===== src/rtl/queue_distributor_pkg.sv =====
// Shared defaults, FSM encoding and destination decode for the queue distributor.
// Latency and backpressure: no logic here; these are types and helpers only.
package queue_distributor_pkg;

  localparam int QD_QUEUE_QUANTITY = 4;
  localparam int QD_DATA_BITS      = 8;
  localparam int QD_CNT_BITS       = 16;

  typedef enum logic {
    ST_EMPTY  = 1'b0,
    ST_LOADED = 1'b1
  } state_t;

  // Destination queue index lives in the top sel_bits of the word.
  function automatic logic [31:0] dest_of(input logic [63:0] word,
                                          input int data_bits,
                                          input int sel_bits);
    logic [63:0] shifted;
    shifted = word >> (data_bits - sel_bits);
    return 32'(shifted & ((64'd1 << sel_bits) - 64'd1));
  endfunction

endpackage


===== src/rtl/queue_distributor_if.sv =====
// Upstream handshake, FIFO write side and statistics of the queue distributor.
// Latency and backpressure: wires only; in_ready/buf_full carry the flow control.
interface queue_distributor_if
  import queue_distributor_pkg::*;
#(
  parameter int QUEUE_QUANTITY = QD_QUEUE_QUANTITY,
  parameter int DATA_BITS      = QD_DATA_BITS,
  parameter int CNT_BITS       = QD_CNT_BITS
);
  localparam int SEL_BITS = $clog2(QUEUE_QUANTITY);

  logic                      in_valid;
  logic [DATA_BITS-1:0]      in_data;
  logic                      in_ready;
  logic [QUEUE_QUANTITY-1:0] buf_full;
  logic [QUEUE_QUANTITY-1:0] push;
  logic [DATA_BITS-1:0]      push_data;
  logic [SEL_BITS-1:0]       selector;
  logic [CNT_BITS-1:0]       word_count;
  logic [CNT_BITS-1:0]       stall_count;

  modport master (
    output in_valid, in_data, buf_full,
    input  in_ready, push, push_data, selector, word_count, stall_count
  );

  modport slave (
    input  in_valid, in_data, buf_full,
    output in_ready, push, push_data, selector, word_count, stall_count
  );

endinterface


===== src/rtl/queue_distributor_sat_counter.sv =====
// Saturating up-counter; value visible one cycle after an increment.
// No backpressure: increments are dropped once all-ones is reached, or while enb is low.
module queue_distributor_sat_counter #(
  parameter int CNT_BITS = 16
) (
  input  logic                clk,
  input  logic                rst,
  input  logic                enb,
  input  logic                inc,
  output logic [CNT_BITS-1:0] count
);

  always_ff @(posedge clk) begin
    if (rst) begin
      count <= '0;
    end else if (enb && inc && (count != {CNT_BITS{1'b1}})) begin
      count <= count + CNT_BITS'(1);
    end
  end

endmodule


===== src/rtl/queue_distributor.sv =====
// Steers each upstream word to the FIFO named by its top bits; push one cycle after accept.
// Backpressure: a full destination holds the word and drops in_ready; push+accept overlap at 1 word/cycle.
module queue_distributor
  import queue_distributor_pkg::*;
#(
  parameter int QUEUE_QUANTITY = QD_QUEUE_QUANTITY,
  parameter int DATA_BITS      = QD_DATA_BITS,
  parameter int CNT_BITS       = QD_CNT_BITS
) (
  input  logic             clk,
  input  logic             rst,
  input  logic             enb,
  queue_distributor_if.slave bus
);

  localparam int SEL_BITS = $clog2(QUEUE_QUANTITY);

  state_t                    state_q;
  state_t                    state_d;
  logic [DATA_BITS-1:0]      hold_data;
  logic [SEL_BITS-1:0]       hold_sel;
  logic                      fire;
  logic                      stall;
  logic                      in_ready_c;
  logic                      accept;
  logic [QUEUE_QUANTITY-1:0] push_c;

  always_ff @(posedge clk) begin
    if (rst) begin
      state_q <= ST_EMPTY;
    end else begin
      state_q <= state_d;
    end
  end

  always_comb begin
    state_d = state_q;
    if (enb) begin
      unique case (state_q)
        ST_EMPTY:  if (accept) state_d = ST_LOADED;
        ST_LOADED: if (fire && !accept) state_d = ST_EMPTY;
        default:   state_d = ST_EMPTY;
      endcase
    end
  end

  // Reset gates the strobes too, so nothing leaves the block during the reset cycle itself.
  always_comb begin
    fire       = 1'b0;
    stall      = 1'b0;
    push_c     = '0;
    in_ready_c = 1'b0;
    if (!rst && enb) begin
      if (state_q == ST_LOADED) begin
        if (bus.buf_full[hold_sel]) begin
          stall = 1'b1;
        end else begin
          fire   = 1'b1;
          push_c = QUEUE_QUANTITY'(1) << hold_sel;
        end
      end
      in_ready_c = (state_q == ST_EMPTY) || fire;
    end
  end

  assign accept = bus.in_valid && in_ready_c;

  always_ff @(posedge clk) begin
    if (rst) begin
      hold_data <= '0;
      hold_sel  <= '0;
    end else if (accept) begin
      hold_data <= bus.in_data;
      hold_sel  <= SEL_BITS'(dest_of(64'(bus.in_data), DATA_BITS, SEL_BITS));
    end
  end

  assign bus.in_ready  = in_ready_c;
  assign bus.push      = push_c;
  assign bus.push_data = hold_data;
  assign bus.selector  = hold_sel;

  queue_distributor_sat_counter #(.CNT_BITS(CNT_BITS)) u_word_cnt (
    .clk   (clk),
    .rst   (rst),
    .enb   (enb),
    .inc   (fire),
    .count (bus.word_count)
  );

  queue_distributor_sat_counter #(.CNT_BITS(CNT_BITS)) u_stall_cnt (
    .clk   (clk),
    .rst   (rst),
    .enb   (enb),
    .inc   (stall),
    .count (bus.stall_count)
  );

  a_push_onehot: assert property (@(posedge clk) disable iff (rst) $onehot0(bus.push));
  a_push_not_full: assert property (@(posedge clk) disable iff (rst) (bus.push & bus.buf_full) == '0);

endmodule


===== src/flat_wrapper.sv =====
// flat-port wrapper written by rule: the top's interface ports become plain ports
module queue_distributor_flat import queue_distributor_pkg::*;
#(
  parameter int QUEUE_QUANTITY = QD_QUEUE_QUANTITY,
  parameter int DATA_BITS      = QD_DATA_BITS,
  parameter int CNT_BITS       = QD_CNT_BITS
)
  (clk, rst, enb, bus_in_valid, bus_in_data, bus_buf_full, bus_in_ready, bus_push, bus_push_data, bus_selector, bus_word_count, bus_stall_count);
  queue_distributor_if #(.QUEUE_QUANTITY(QUEUE_QUANTITY), .DATA_BITS(DATA_BITS), .CNT_BITS(CNT_BITS)) bus_i ();
  input  logic clk;
  input  logic rst;
  input  logic enb;
  input wire logic [$bits(bus_i.in_valid)-1:0] bus_in_valid;
  input wire logic [$bits(bus_i.in_data)-1:0] bus_in_data;
  input wire logic [$bits(bus_i.buf_full)-1:0] bus_buf_full;
  output wire logic [$bits(bus_i.in_ready)-1:0] bus_in_ready;
  output wire logic [$bits(bus_i.push)-1:0] bus_push;
  output wire logic [$bits(bus_i.push_data)-1:0] bus_push_data;
  output wire logic [$bits(bus_i.selector)-1:0] bus_selector;
  output wire logic [$bits(bus_i.word_count)-1:0] bus_word_count;
  output wire logic [$bits(bus_i.stall_count)-1:0] bus_stall_count;
  assign bus_i.in_valid = bus_in_valid;
  assign bus_i.in_data = bus_in_data;
  assign bus_i.buf_full = bus_buf_full;
  assign bus_in_ready = bus_i.in_ready;
  assign bus_push = bus_i.push;
  assign bus_push_data = bus_i.push_data;
  assign bus_selector = bus_i.selector;
  assign bus_word_count = bus_i.word_count;
  assign bus_stall_count = bus_i.stall_count;
  queue_distributor #(.QUEUE_QUANTITY(QUEUE_QUANTITY), .DATA_BITS(DATA_BITS), .CNT_BITS(CNT_BITS)) u_core (.clk(clk), .rst(rst), .enb(enb), .bus(bus_i));
endmodule

===== config.mk =====
export PLATFORM = sky130hd
export DESIGN_NAME = queue_distributor_flat
export DESIGN_NICKNAME = d
export VERILOG_FILES = /design/src/rtl/queue_distributor_pkg.sv /design/src/rtl/queue_distributor_if.sv /design/src/rtl/queue_distributor_sat_counter.sv /design/src/rtl/queue_distributor.sv /design/src/flat_wrapper.sv
export SDC_FILE = /design/constraint.sdc
export NUM_CORES = 1
export LEC_CHECK = 0
export CORE_MARGIN = 4
export CORE_UTILIZATION = 50
export CTS_CLUSTER_SIZE = 40
export DETAILED_ROUTE_END_ITERATION = 7
export HOLD_SLACK_MARGIN = 0.1
export MAX_ROUTING_LAYER = met4
export PLACE_DENSITY = 0.87
export SLEW_MARGIN = 25
export SYNTH_ARGS = -nofsm -noshare
export SYNTH_HDL_FRONTEND = slang
export SYNTH_SLANG_ARGS = --single-unit

===== constraint.sdc =====
create_clock -name clk -period 7.22 [get_ports clk]
set_input_delay 1.805 -clock clk [delete_from_list [all_inputs] [get_ports clk]]
set_output_delay 1.805 -clock clk [all_outputs]
set_load 0.005 [all_outputs]

# Yosys cells after proc, flatten, opt, wreduce, memory -nomap -nowiden
# Index checks and enable logic that the tools add are counted.
# totals
romBits	0
ramBits	0
n_memories	0
latch_bits	0
output_inout_bits	47
inputBits	16
regBits	43
word_cells	38
# classes
reduce_logical	10
div	0
n_addsub	2
n_shift	1
mul	0
eq_ne	2
order_cmp	1
mux	16
bitwise_logic	1
# ops
operator	count
$add A16 B1 Y16 const B	2
$ne A16 B16 Y1 const B	2
$mux W4	3
$mux W1	11
$logic_and A1 B1 Y1	7
$shl A1 B2 Y4 const A	1
$lt A2 B3 Y1 const B	1
$bmux W1 S2	1
$logic_not A1 Y1	2
$pmux W1 S2	1
$logic_or A1 B1 Y1	1
$not A1 Y1	1

# Longest topological paths before layout
# Gate-level depths: netlist of run 1.
# logic_depth
word_depth	12
depth_mapped	7
depth_no_buf	5

# Cells and area by module
# A second synthesis of run 1 with hierarchy kept.
# hier_totals
cells_unflattened	246
hier_area_um2	2157.1
# by_module_without_submodules
mod	area_each_um2	seq_area_each_um2	cells_per_inst	instances
queue_distributor_sat_counter	812.0	320.3	99	2
queue_distributor	533.0	180.2	48	1

# Least setup slack after synthesis of run 1
# OpenSTA, ideal clock, no wires.
# synth_path
path_kind	input to output
start	in bus_buf_full[3]
end	out bus_push[2]
slack_ps	2442
n_path_buf	1
arrival_time_ps	2973
path_stages	4
required_time_ps	5415
cell_sequence	mux4_2 nand2b_1 clkbuf_1 nor3b_1
# synth_via
elab_chain_cells	5
# synth_lines
item	line_no	rtl
from (decl)	flat_wrapper.sv:15	input wire logic [$bits(bus_i.buf_full)-1:0] bus_buf_full;
$bmux W1 S2	queue_distributor.sv:55	if (bus.buf_full[hold_sel]) begin
$mux W1 (implied by the code)	queue_distributor.sv:55	
$mux W4	queue_distributor.sv:55	
$mux W4	queue_distributor.sv:54	if (state_q == ST_LOADED) begin
$mux W4	queue_distributor.sv:53	if (!rst && enb) begin
to (decl)	flat_wrapper.sv:17	output wire logic [$bits(bus_i.push)-1:0] bus_push;
# No other way between the ends. The select of a mux whose other input is x is not followed.

# Worst setup path after layout of run 1
# layout_path
start	in bus_buf_full[3]
end	out bus_push[0]
# Same word-level chain as after synthesis.

==> flow_summary.ini, run 1 <==
[yosys]
syn_nets = 254
yosysTopAreaCellShare_pct = 39.76
synth-adder-area-share_pct = 1.212
ys_ff_latch = 41
synth_mux_area_share_pct = 7.697
synth_compound_area_share_pct = 18.36
synth_xor_xnor_area_share_pct = 0
synth_area_um2 = 2064
postSynthCellCount = 236
ys_seq_area_share_pct = 39.76
synth_area_per_cell_um2 = 8.748
yosysUniqueCellTypes = 39
ys_top_cells_by_area = dfxtp_1 40%, a21oi_1 5.6%, o31ai_1 4.4%
synth_top_area_cell = dfxtp_1
synth-simple-area-share_pct = 28.36
yosys_warnings = 0
synth_top_family_by_area = simple AND/OR/NAND/NOR gates

[timing]
hold_viol_final = 0
period_needed_ns = 5.850
rsz0062_at_grt = no
slew_headroom_pct = 45.39
fmax_ghz = 0.1709
setup_violations = 0
final_min_period_over_clock_period_pct = 81.02
fin_setup_tns_ns = 0
drv_slew = 0
finalClockSkew_ns = 0.009697
tightest_slew_ns = 0.8121

[final_layout]
regArea_um2 = 820.8
fillCellCount = 331
mostFrequentLayoutCells = 62 x clkdlybuf4s50_1, 41 x dfxtp_1, 23 x a21oi_1
area_delta_synth_final_pct = 37.33
final_common_cell = clkdlybuf4s50_1
fin_nets = 311
multiInputGateArea_um2 = 1170
antenna_cells = 0
drive_gt1_share_pct = 6.803
utilization_pct = 70.88

[critical_path]
startpoint_type = input port
critPathLaunch = bus_buf_full[3]
cp_data_arrival_time_ns = 4.04
cp_data_required_time_ns = 5.41
crit_fanout = 13
timing.rr.start = u_core.bus.selector[0]$_SDFFE_PP0P_
crit_type = input port to output pin
critPathCaptureType = output pin

[cts]
postCtsSetupBuffers = 0
clk_latency_ns = 0.30
cts_sinks = 41
clock_path_buffers = 2
cts_made_buffers = 5
clock-root-buffer = clkbuf_8
clk_pin_slew_ns = 0.07
htree_levels = 2
cts_resized = 0
cts_tree = done
postCtsHoldBufs = 0

[drt]
viasPerCell = 6.119
ant_nets = 0
via_count = 2105
drt_pre_antenna_iters = 4
routed_wl_um = 5528
wl_per_cell_um = 16.07
drc_errors = 0
drtIter0Drc = 124

[worst_hold_path]
min_from = u_core.bus.push_data[4]$_SDFFE_PP0P_
hold_path_class = register to register

[grt]
grt_util_all_layers_pct = 21.70
grt_pass1_vias = 1911
antenna_found_initial = 0
grt-ovfl-total = 0
grt_max_degree = 45
grt_pass1_wl_um = 8790

[pwr]
p_leak_nw = 0.8927
max-vdd-ir-drop_mv = 0.1172
power.density_nw_per_um2 = 159.0

[floorplan]
fp.dieArea_um2 = 5221
die_h_um = 72.26
core_um2 = 4000
pin_count = 63
fp-row-count = 23
die_w_um = 72.26
initial_utilization_pct = 51.61

[placed_design]
gpl.final_weighted_congestion = 0.7957
io_buffers = 62
hpwl_um = 3751

[job]
max_cap_viol_count = 0

[run_status]
status = finished, final reports clean
-- registers in the layout (all words and copies together), names as in the netlist --
name	flops
u_core.bus.push_data	6
u_core.bus.selector	2
u_core.state_q	1
u_core.u_stall_cnt.count	16
u_core.u_word_cnt.count	16
-- final timing paths --
kind                                                    to  slack, ns  depth (start not counted)
setup / recovery                               bus_push[0]       1.37                          5
hold / removal        u_core.bus.push_data[4]$_SDFFE_PP0P_       0.50                          2
setup reg to reg  u_core.u_word_cnt.count[11]$_SDFFE_PP0P_       4.73                          4
hold reg to reg       u_core.bus.push_data[4]$_SDFFE_PP0P_       0.50                          2
-- cells in the mapped netlist (all sizes together) --
cell type,instances
dfxtp,41
nor3,4
nor2,17
mux4,1
inv,6
and3b,1
o21a,2
mux2,5
nor4,7
or4,11
o21bai,1
nor3b,2
nand3b,2
o31ai,12
mux2i,8
nand3,11
nand2b,2
and4,4
buf,4
nand4bb,1
ha,2
o31a,3
a21oi,23
o21ai,8
nand2,9
or3b,1
or3,7
clkbuf,11
o311ai,4
o41ai,4
nor2b,4
and3,1
nor4b,1
a211oi,2
nand4,13
and4b,1
-- cells by family (layout without fill, tap and decap cells) --
family                     count (synthesis)  in the layout
and+or+nand+nor                           99             99
AOI/OAI and AO/OA                         59             59
DFF                                       41             41
buffers and inverters                     21             79
muxes                                     14             14
adders and majority gates                  2              2
-- metal layers --
layer | wire [um] | global-route usage [%]
met3 | 277 | 4.017
met4 | 84 | 9.186
met2 | 2707 | 34.38
met5 | 0 | -
met1 | 2458 | 27.07
-- critical path, cell delays in order --
cell             delay, ns
clkdlybuf4s50_1       0.42
mux4_2                0.59
nand2b_1              0.38
nor3_1                0.27
clkdlybuf4s50_1       0.57
-- where the power goes --
| part | total, W | internal, W | switching, W | leakage, nW |
|---|---|---|---|---|
| Clock | 0.000192 | 0.000113 | 0.0000793 | 0.0585 |
| Combinational | 0.0000288 | 0.0000159 | 0.0000130 | 0.503 |
| Sequential | 0.000230 | 0.000228 | 0.00000192 | 0.331 |
-- through the flow --
stage | instances | area, um2 | setup WS, ns | hold WS [ns] | power (W)
after CTS | 344 | 2826 | 1.365 | 0.5046 | 0.0004549
after global routing | 344 | 2835 | 1.296 | 0.5550 | 0.0004661
after global placement | 336 | 2710 | 1.441 | 0.4726 | 0.0002629
after floorplan | 236 | 2064 | 2.442 | 0.4767 | 0.0002476
final | 344 | 2835 | 1.370 | 0.5046 | 0.0004507
after detailed placement | 336 | 2710 | 1.371 | 0.4867 | 0.0002636
-- area by class of cell --
cell class / instances / share of cell area [%]
Clock inverter: 1 / 1.059
Inverter: 6 / 0.7944
Timing Repair Buffer: 65 / 22.68
Tap cell: 50 / 2.207
Sequential cell: 41 / 28.95
Multi-Input combinational cell: 174 / 41.26
Clock buffer: 7 / 3.045
(Power assumes the default switching activity.)
==> run 2: changes to the inputs <==
CORE_UTILIZATION = 42   (was 50)
PLACE_DENSITY = 0.78   (was 0.87)
clock period = 5.1 ns   (was 7.22 ns; I/O delays follow)
==> flow_summary.ini, run 2 (same netlist as run 1, synthesis figures left out) <==
[timing]
finalHoldWorstSlack_ns = 0.4990
rsz0062_at_grt = no
hold_viol_final = 0
finalClockSkew_ns = 0.007029
period_needed_ns = 4.579
setup_ws_ns = 0.5209
fin_setup_tns_ns = 0
tightest_slew_ns = 0.8141
slew_headroom_pct = 45.27
fmax_ghz = 0.2184
drv_slew = 0
final_min_period_over_clock_period_pct = 89.79
setup_violations = 0

[drt]
ant_nets = 0
drt_pre_antenna_iters = 4
drc_errors = 0
wl_per_cell_um = 15.11
drtIter0Drc = 98
via_count = 2107
viasPerCell = 5.820
routed_wl_um = 5471

[final_layout]
final_common_cell = clkdlybuf4s50_1
antenna_cells = 0
area_delta_synth_final_pct = 37.09
regArea_um2 = 820.8
drive_gt1_share_pct = 7.119
instances_no_fill = 362
fin_nets = 312
multiInputGateArea_um2 = 1170
mostFrequentLayoutCells = 62 x clkdlybuf4s50_1, 41 x dfxtp_1, 23 x a21oi_1
utilization_pct = 59.53
fillCellCount = 456

[cts]
clk_latency_ns = 0.29
cts_tree = done
cts_resized = 0
htree_levels = 2
postCtsSetupBuffers = 0
clock-root-buffer = clkbuf_8
clk_pin_slew_ns = 0.07
cts_sinks = 41
clock_path_buffers = 2
postCtsHoldBufs = 0
cts_made_buffers = 5

[floorplan]
core_um2 = 4755
fp.dieArea_um2 = 6101
fp-row-count = 25
die_w_um = 78.11
pin_count = 63
die_h_um = 78.11
initial_utilization_pct = 43.42

[worst_hold_path]
hold_path_class = register to register

[critical_path]
endpoint = bus_push[2]
crit_type = input port to output pin
crit_fanout = 9
worst_path_max_delay_cell = mux4_2
cp_data_required_time_ns = 3.83
crit_path_cell_trace = clkdlybuf4s50_1 > mux4_2 > nand2b_1 > nor3b_1 > clkdlybuf4s50_1
timing.rr.start = u_core.bus.selector[0]$_SDFFE_PP0P_
reg2reg_depth = 4
cp_data_arrival_time_ns = 3.30
critPathCaptureType = output pin
startpoint_type = input port
worstReg2RegEnd = u_core.u_word_cnt.count[11]$_SDFFE_PP0P_
critPathLaunch = bus_buf_full[3]
slowest_delay_ns = 0.59
worst_path_most_repeated_cell = clkdlybuf4s50_1
r2r_slack_ns = 2.69

[pwr]
p_clk_share_pct = 36.1
p_leak_nw = 0.8833
seqPwrFrac_pct = 56.8
power.internal_w = 0.0004401
p_sw_w = 0.0001328
swShare_pct = 23.18
power_frac_comb_pct = 7.1
max-vdd-ir-drop_mv = 0.1032
power.density_nw_per_um2 = 202.4

[grt]
grt_util_all_layers_pct = 18.14
grt_pass1_wl_um = 8880
grt-ovfl-total = 0
grt_max_degree = 45
grt_pass1_vias = 1836
antenna_found_initial = 0

[job]
max_cap_viol_count = 0

[placed_design]
place_inst = 354
pre_cts_slack_ns = 0.5405
io_buffers = 62
hpwl_um = 3785
gpl.final_weighted_congestion = 0.8211

[run_status]
status = finished, final reports clean
[run 2: routing by layer]
metal | global-route usage, % | up-vias | part of all wire (%)
li1 | - | 1034 | -
met1 | 23.70 | 1004 | 45
met2 | 28.08 | 65 | 49
met3 | 4.472 | 4 | 5.4
met4 | 5.070 | 0 | 0.64
met5 | - | - | 0
[run 2: area by class of cell]
type,count,area share (%)
timing repair buffer,66,22.99
multi-input combinational,174,41.34
clock inverter,2,0.3537
clock buffer,6,2.564
sequential,41,29.00
inverter,6,0.7958
tap,67,2.962
[run 2: power groups by stage]
stage                     registers, W  clock network, W  logic [W]
final                         0.000325          0.000207  0.0000406
after floorplan               0.000333                 0  0.0000179
after CTS                     0.000325          0.000211  0.0000409
after detailed placement      0.000333                 0  0.0000407
after global placement        0.000333                 0  0.0000399
after global routing          0.000326          0.000222  0.0000443
[run 2: worst min-delay path by stage]
stage / start / end / slack (ns) / cells after the start
final: u_core.bus.push_data[0]$_SDFFE_PP0P_ / u_core.bus.push_data[0]$_SDFFE_PP0P_ / 0.50 / 2
after floorplan: u_core.u_stall_cnt.count[7]$_SDFFE_PP0P_ / u_core.u_stall_cnt.count[7]$_SDFFE_PP0P_ / 0.48 / 2
after CTS: u_core.bus.push_data[0]$_SDFFE_PP0P_ / u_core.bus.push_data[0]$_SDFFE_PP0P_ / 0.50 / 2
after global placement: u_core.bus.push_data[2]$_SDFFE_PP0P_ / u_core.bus.push_data[2]$_SDFFE_PP0P_ / 0.48 / 2
after global routing: u_core.u_stall_cnt.count[7]$_SDFFE_PP0P_ / u_core.u_stall_cnt.count[7]$_SDFFE_PP0P_ / 0.52 / 2
after detailed placement: u_core.bus.push_data[0]$_SDFFE_PP0P_ / u_core.bus.push_data[0]$_SDFFE_PP0P_ / 0.49 / 2
[run 2: through the flow]
stage	total power [W]	cell area [um2]
global placement	0.0003726	2739
finish	0.0005728	2830
floorplan	0.0003505	2064
global route	0.0005917	2830
CTS	0.0005768	2821
detailed placement	0.0003734	2739
[run 2: worst max-delay path: cells and delay by family]
kind	cells	cell delay [ns]
buf+inv	2	0.98
mux	1	0.59
simple gates	2	0.46
==> run 3: changes to the inputs <==
SLEW_MARGIN = 10   (was 25)
==> flow_summary.ini, run 3 (same netlist as run 1, synthesis figures left out) <==
[timing]
fmax_ghz = 0.2188
slew_headroom_pct = 19.08
drv_slew = 0
finalClockSkew_ns = 0.006805
fin_setup_tns_ns = 0
hold_viol_final = 0
tightest_slew_ns = 1.211
period_needed_ns = 4.571
final_min_period_over_clock_period_pct = 89.62
setup_violations = 0
rsz0062_at_grt = no

[critical_path]
worst_path_most_repeated_cell = clkdlybuf4s50_1
crit_path_cell_trace = clkdlybuf4s50_1 > mux4_2 > nand2b_1 > nor3b_1 > clkdlybuf4s50_1
crit_fanout = 9
worstReg2RegEnd = u_core.u_word_cnt.count[15]$_SDFFE_PP0P_
cp.depth = 5
endpoint = bus_push[2]
crit_family = buffers and inverters
reg2reg_depth = 4
critPathLaunch = bus_buf_full[3]
path_buf_inv = 2
slowest_delay_ns = 0.59
timing.rr.start = u_core.bus.selector[0]$_SDFFE_PP0P_
critPathCaptureType = output pin
r2r_slack_ns = 2.70
worst_path_max_delay_cell = mux4_2
crit_type = input port to output pin
startpoint_type = input port
cp_data_arrival_time_ns = 3.30
cp_data_required_time_ns = 3.83

[drt]
ant_nets = 0
drtIter0Drc = 125
routed_wl_um = 5428
drt_pre_antenna_iters = 4
viasPerCell = 5.721
via_count = 2071
drc_errors = 0
wl_per_cell_um = 14.99

[cts]
cts_sinks = 41
postCtsHoldBufs = 0
clock-root-buffer = clkbuf_8
clock_path_buffers = 2
postCtsSetupBuffers = 0
cts_resized = 0
cts_tree = done
cts_made_buffers = 5
htree_levels = 2
clk_pin_slew_ns = 0.07
clk_latency_ns = 0.29

[run_status]
status = finished, final reports clean

[placed_design]
io_buffers = 62
hpwl_um = 3785
gpl.final_weighted_congestion = 0.8211
place_inst = 354

[final_layout]
drive_gt1_share_pct = 7.119
final_common_cell = clkdlybuf4s50_1
antenna_cells = 0
fin_nets = 312
mostFrequentLayoutCells = 62 x clkdlybuf4s50_1, 41 x dfxtp_1, 23 x a21oi_1
fillCellCount = 460
area_delta_synth_final_pct = 36.67
instances_no_fill = 362

[worst_hold_path]
hold_path_class = register to register

[job]
max_cap_viol_count = 0

[pwr]
p_leak_nw = 0.8632
power.density_nw_per_um2 = 202.8
max-vdd-ir-drop_mv = 0.1030

[floorplan]
core_um2 = 4755
initial_utilization_pct = 43.42
fp.dieArea_um2 = 6101
pin_count = 63
die_h_um = 78.11
fp-row-count = 25
die_w_um = 78.11

[grt]
grt_pass1_wl_um = 8880
antenna_found_initial = 0
grt_pass1_vias = 1836
grt-ovfl-total = 0
grt_util_all_layers_pct = 18.14
grt_max_degree = 45
-- run 3: area by class of cell --
| class | instances | area, um2 | share of cell area (%) |
|---|---|---|---|
| timing repair buffer | 66 | 650.6 | 23.06 |
| multi-input combinational | 174 | 1161 | 41.15 |
| clock buffer | 6 | 72.57 | 2.572 |
| tap | 67 | 83.83 | 2.971 |
| inverter | 6 | 22.52 | 0.7982 |
| clock inverter | 2 | 10.01 | 0.3548 |
| sequential | 41 | 820.8 | 29.09 |
-- run 3: stage by stage --
| step | utilization [%] | instance area, um2 | hold WS (ns) | total power [W] | setup slack [ns] |
|---|---|---|---|---|---|
| after global routing | 59.34 | 2821 | 0.5223 | 0.0005917 | 0.4671 |
| after CTS | 59.34 | 2821 | 0.5040 | 0.0005768 | 0.5404 |
| final | 59.34 | 2821 | 0.5002 | 0.0005723 | 0.5293 |
| after global placement | 57.61 | 2739 | 0.4761 | 0.0003726 | 0.6201 |
| after floorplan | - | 2064 | 0.4767 | 0.0003505 | 1.382 |
| after detailed placement | 57.61 | 2739 | 0.4856 | 0.0003734 | 0.5405 |
-- run 3: per-layer routing --
| layer | vias up | share of wire [%] | track usage, % |
|---|---|---|---|
| met2 | 62 | 48 | 28.08 |
| met4 | 0 | 0.72 | 5.070 |
| met5 | - | 0 | - |
| met1 | 975 | 46 | 23.70 |
| met3 | 4 | 5.0 | 4.472 |
| li1 | 1030 | - | - |
-- run 3: power by group --
| part | total, W | leakage, nW | switching [W] | internal, W |
|---|---|---|---|---|
| clock | 0.000207 | 0.0450 | 0.000112 | 0.0000949 |
| combinational | 0.0000406 | 0.487 | 0.0000180 | 0.0000225 |
| sequential | 0.000325 | 0.331 | 0.00000261 | 0.000323 |
-- run 3: how the worst min path moves through the flow --
| stage | start | endpoint | slack, ns | cells after the start |
|---|---|---|---|---|
| 4_1_cts | u_core.bus.push_data[0]$_SDFFE_PP0P_ | u_core.bus.push_data[0]$_SDFFE_PP0P_ | 0.50 | 2 |
| 3_3_place_gp | u_core.bus.push_data[2]$_SDFFE_PP0P_ | u_core.bus.push_data[2]$_SDFFE_PP0P_ | 0.48 | 2 |
| 2_1_floorplan | u_core.u_stall_cnt.count[7]$_SDFFE_PP0P_ | u_core.u_stall_cnt.count[7]$_SDFFE_PP0P_ | 0.48 | 2 |
| 6_report | u_core.bus.push_data[0]$_SDFFE_PP0P_ | u_core.bus.push_data[0]$_SDFFE_PP0P_ | 0.50 | 2 |
| 3_5_place_dp | u_core.bus.push_data[0]$_SDFFE_PP0P_ | u_core.bus.push_data[0]$_SDFFE_PP0P_ | 0.49 | 2 |
| 5_1_grt | u_core.u_stall_cnt.count[7]$_SDFFE_PP0P_ | u_core.u_stall_cnt.count[7]$_SDFFE_PP0P_ | 0.52 | 2 |
-- run 3: tightest hold or removal path, delay by kind of cell (launching register included) --
kind / cells / cell delay [ns]
DFF: 1 / 0.33
and+or+nand+nor: 1 / 0.07
muxes: 1 / 0.06
